<file path="src/rtl/regfile_scoreboard.sv">
// 32x32 integer register file with write-to-read bypass and a per-register busy scoreboard.
// Optional debug read port enabled by defining REGFILE_DEBUG_PORT_EN.
module regfile_scoreboard #(
  parameter int NREGS = 32,
  parameter int XLEN  = 32,
  parameter int AW    = 5
) (
  input  logic            clk,
  input  logic            rst,
  input  logic            rd_en_i,
  input  logic [AW-1:0]   raddr1_i,
  input  logic [AW-1:0]   raddr2_i,
  output logic [XLEN-1:0] rdata1_o,
  output logic [XLEN-1:0] rdata2_o,
  output logic            rvalid_o,
  output logic            stall_o,
  input  logic            issue_i,
  input  logic [AW-1:0]   issue_rd_i,
  input  logic            wen_i,
  input  logic [AW-1:0]   waddr_i,
`ifdef REGFILE_DEBUG_PORT_EN
  input  logic [XLEN-1:0] wdata_i,
  input  logic [AW-1:0]   dbg_addr_i,
  output logic [XLEN-1:0] dbg_data_o
`else
  input  logic [XLEN-1:0] wdata_i
`endif
);

  logic [XLEN-1:0]  regs_r [NREGS];
  logic [NREGS-1:0] busy_r;
  logic [NREGS-1:0] busy_nxt_s;
  logic [NREGS-1:0] clr_mask_s;
  logic [NREGS-1:0] set_mask_s;
  logic             wr_s;
  logic             byp1_s;
  logic             byp2_s;
  logic             haz1_s;
  logic             haz2_s;
  logic             accept_s;
  logic             issue_ok_s;
  logic [XLEN-1:0]  rd1_s;
  logic [XLEN-1:0]  rd2_s;

  assign wr_s   = wen_i & (waddr_i != {AW{1'b0}});
  // Bypass only from a real write; x0 is never written so waddr!=0 implies raddr!=0.
  assign byp1_s = wr_s & (waddr_i == raddr1_i);
  assign byp2_s = wr_s & (waddr_i == raddr2_i);

  // A same-cycle write-back to the source clears that source's hazard.
  assign haz1_s   = rd_en_i & busy_r[raddr1_i] & ~(wen_i & (waddr_i == raddr1_i));
  assign haz2_s   = rd_en_i & busy_r[raddr2_i] & ~(wen_i & (waddr_i == raddr2_i));
  assign stall_o  = haz1_s | haz2_s;
  assign accept_s = rd_en_i & ~stall_o;

  assign rd1_s = byp1_s ? wdata_i : regs_r[raddr1_i];
  assign rd2_s = byp2_s ? wdata_i : regs_r[raddr2_i];

  assign issue_ok_s = issue_i & ~stall_o & (issue_rd_i != {AW{1'b0}});
  assign clr_mask_s = wr_s       ? ({{(NREGS-1){1'b0}}, 1'b1} << waddr_i)    : {NREGS{1'b0}};
  assign set_mask_s = issue_ok_s ? ({{(NREGS-1){1'b0}}, 1'b1} << issue_rd_i) : {NREGS{1'b0}};

  // Next scoreboard: write-back clears, accepted issue sets (set wins), bit 0 forced clear.
  always_comb begin
    busy_nxt_s = ((busy_r & ~clr_mask_s) | set_mask_s) & ~{{(NREGS-1){1'b0}}, 1'b1};
  end

  // Register array and scoreboard state.
  always_ff @(posedge clk) begin
    if (rst) begin
      for (int i = 0; i < NREGS; i++) begin
        regs_r[i] <= {XLEN{1'b0}};
      end
      busy_r <= {NREGS{1'b0}};
    end else begin
      if (wr_s) begin
        regs_r[waddr_i] <= wdata_i;
      end
      busy_r <= busy_nxt_s;
    end
  end

  // Registered operand outputs; they hold when no read is accepted.
  always_ff @(posedge clk) begin
    if (rst) begin
      rdata1_o <= {XLEN{1'b0}};
      rdata2_o <= {XLEN{1'b0}};
      rvalid_o <= 1'b0;
    end else begin
      rvalid_o <= accept_s;
      if (accept_s) begin
        rdata1_o <= rd1_s;
        rdata2_o <= rd2_s;
      end
    end
  end

`ifdef REGFILE_DEBUG_PORT_EN
  assign dbg_data_o = regs_r[dbg_addr_i];
`endif

endmodule

</file>
<file path="config.mk">
export PLATFORM = sky130hd
export DESIGN_NAME = regfile_scoreboard
export DESIGN_NICKNAME = d
export VERILOG_FILES = /design/src/rtl/regfile_scoreboard.sv
export SDC_FILE = /design/constraint.sdc
export NUM_CORES = 2
export LEC_CHECK = 0
export ABC_CLOCK_PERIOD_IN_PS = 2480
export CAP_MARGIN = 20
export CORE_UTILIZATION = 43
export DETAILED_ROUTE_END_ITERATION = 8
export GPL_TIMING_DRIVEN = 0
export PLACE_DENSITY = 0.66
export SYNTH_ARGS = -nofsm -noshare
export SYNTH_HDL_FRONTEND = slang
export SYNTH_SLANG_ARGS = --single-unit
</file>
<file path="constraint.sdc">
create_clock -name clk -period 2.48 [get_ports clk]
set_input_delay 0.496 -clock clk [delete_from_list [all_inputs] [get_ports clk]]
set_output_delay 0.496 -clock clk [all_outputs]
set_load 0.005 [all_outputs]
</file>
==> metrics.yaml <==
outcome:
  outcome: "complete, but fails checks"
  violations: "setup timing"
placement:
  dp_hpwl_mm: 162
  place.gp.congestion: 0.998
  io_buffer_count: 113
  preCtsSetupSlack_ps: -2630
cts:
  clockRootBuffer: "clkbuf_16"
  cts-buffers-inserted: 118
  clock_latency_ps: 760
  cts_tree: "done"
  htreeDepth: 3
  cts-hold-fix-buffers: 0
  cts.sinks: 1120
  clockBufferDepth: 3
  clk_pin_slew_worst_paths_ps: 60
synthesis:
  ys_seq_area_frac: 0.556
  synth_commonest_cells: "edfxtp_1, and2_1, mux4_2, clkbuf_1, mux2i_1"
  synth_area_leader_cell: "edfxtp_1"
  synth_seq_cells: 1120
  synth_most_common_cell: "edfxtp_1"
  async_flop_share: 0
  ys_types: 61
  synth-main-ff-cell: "edfxtp_1"
  synth_edf_count: 1024
  synth_area_leaders: "edfxtp_1, mux4_2, and2_1"
  yosysWarnings: 0
  netlist_area_um2: 58800
  syn_area_per_cell_um2: 14.1
  synthCells: 4172
  synth_top_area_share: 0.523
grt:
  grt.total_usage: 0.316
  grt_max_degree: 33
  grt_pass1_vias: 39900
  grt-ovfl-total: 0
  antenna_found_initial: 7
  grt_first_pass_wirelength_mm: 304
power:
  cellPowerDensity_nw_per_um2: 673
  p_leak_uw: 0.0240
  ir_drop_v: 0.000613
  power.total_uw: 46200
floorplanning:
  die_h_um: 372
  io_pins: 123
  start_util: 0.434
  std_cell_rows: 135
  fp.dieW_um: 372
  core_um2: 135000
  die_area_um2: 138000
detailed_routing:
  vias: 41700
  first_pass_iters: 9
  drc_errors: 0
  wire_per_inst_um: 34.8
  antenna_left: 0
  avgViaCountPerCell: 6.52
  drt-total-wl_mm: 223
  drtIter0Drc: 6902
critical_path:
  crit_path_start_kind: "register"
  crit_path_max_fanout: 3
  worst_path_largest_cell_delay_ps: 470
  path_class: "reg2out"
  cp.buffers_inverters: 3
  cp_slowest_cell: "mux4_2"
  crit_chain: "mux4_2, mux2i_2, a211oi_2, o22a_2, o21ai_4, buf_6, inv_4, buf_6"
  critPathRequiredTime_ps: 1980
  arrival_ps: 2600
  end_kind: "output port"
  path_delay_family: "multiplexers"
  cp_common_cell: "buf_6"
layout:
  syn_to_final_growth_pct: 16.8
  nets: 4575
  drive_gt1_frac: 0.274
sta:
  setup_tns_ps: -6280
  setup_viol_count_final: 162
  worst_slew_pin_slew_ps: 1210
  rsz0062_at_grt: "true"
  drv_slew: 0
  period_minus_slack_ps: 3100
  finalCritPeriodShare: 1.25
  fmax_mhz: 323
  fin_skew_ps: 21.6
  setup_ws_ps: -616
  slew_headroom: 0.192
  hold_viol: 0
run:
  max-cap-violations: 0
hold_path:
  worstHoldPathType: "reg2reg"
## state kept, by name (all words and copies together) (netlist names)
name	cells
busy_r	31
rdata1_o	32
rdata2_o	32
regs_r	1024
rvalid_o	1
## power by group
group	total, µW	switching, µW	internal, µW
logic	6460	3950	2510
clock network	17400	7880	9540
registers	22300	597	21700
total	46200	12400	33700
## area by class of cell
type | instances | area, µm²
fill | 11500 | 66800
sequential | 1120 | 32700
multi-input combinational | 2602 | 25400
clock buffer | 150 | 3140
buffer | 439 | 2510
tap | 1781 | 2230
timing repair buffer | 188 | 1930
clock inverter | 64 | 528
inverter | 38 | 200
timing repair inverter | 11 | 77.6
antenna | 6 | 15.0
## logic make-up after synthesis
logic type	synth area share
xor+xnor	0.00149
simple gates	0.127
compound gates	0.0814
mux	0.198
buf+inv	0.0370
other cells	0.0000638
flops	0.556
## stage by stage
step | instances | hold slack, ps | cell area, µm² | util
after floorplan | 4203 | 450 | 59000 | -
final | 6399 | 488 | 68700 | 0.507
after global placement | 6097 | 469 | 62300 | 0.460
after global routing | 6393 | 508 | 68600 | 0.507
after CTS | 6371 | 495 | 68000 | 0.502
after detailed placement | 6117 | 478 | 62600 | 0.462
## layout by cell type (no fill, tap or decap), types with 21 or more instances in the layout
cell type / Yosys / layout
clkdlybuf4s50_1: 0 / 106
dfxtp_1: 96 / 90
a22oi_2: 0 / 41
nor4_4: 1 / 28
clkbuf_16: 0 / 120
o22ai_1: 129 / 122
a32o_1: 31 / 31
mux2_2: 125 / 125
conb_1: 1 / 32
a21oi_1: 127 / 101
mux4_2: 336 / 336
nor2_1: 71 / 52
o221ai_2: 0 / 21
clkbuf_2: 0 / 74
clkinv_1: 0 / 22
o221ai_1: 63 / 42
a221o_1: 31 / 31
buf_6: 16 / 37
o22a_1: 32 / 31
edfxtp_1: 1024 / 1024
and2_1: 993 / 993
buf_4: 26 / 101
mux2i_1: 261 / 260
clkbuf_1: 279 / 201
clkbuf_4: 1 / 34
a211oi_2: 51 / 52
a22o_1: 62 / 62
clkinvlp_4: 0 / 29
nor4_1: 67 / 29
a22oi_1: 64 / 23
a21oi_2: 0 / 23
buf_2: 112 / 66
## worst paths after layout
kind,from,to,slack [ps],cells past startpoint
setup / recovery,busy_r[21],stall_o,-620,8
hold / removal,busy_r[20],busy_r[20],490,1
setup reg to reg,busy_r[21],rdata2_o[3],30,9
hold reg to reg,busy_r[20],busy_r[20],490,1
## routing by layer
| layer | vias to the layer above | track usage | part of all wire |
|---|---|---|---|
| li1 | 16800 | - | - |
| met1 | 21300 | 0.415 | 0.37 |
| met2 | 3077 | 0.480 | 0.44 |
| met3 | 557 | 0.0955 | 0.14 |
| met4 | 2 | 0.144 | 0.054 |
| met5 | - | 0 | 0.000054 |
## timing repair
action	CTS	global route
endpoints found under the setup margin	1436	1171
buffers inserted	39	16
cloned	5	6
resized for setup	343	213
pin swaps	44	24
(Power assumes the default switching activity.)
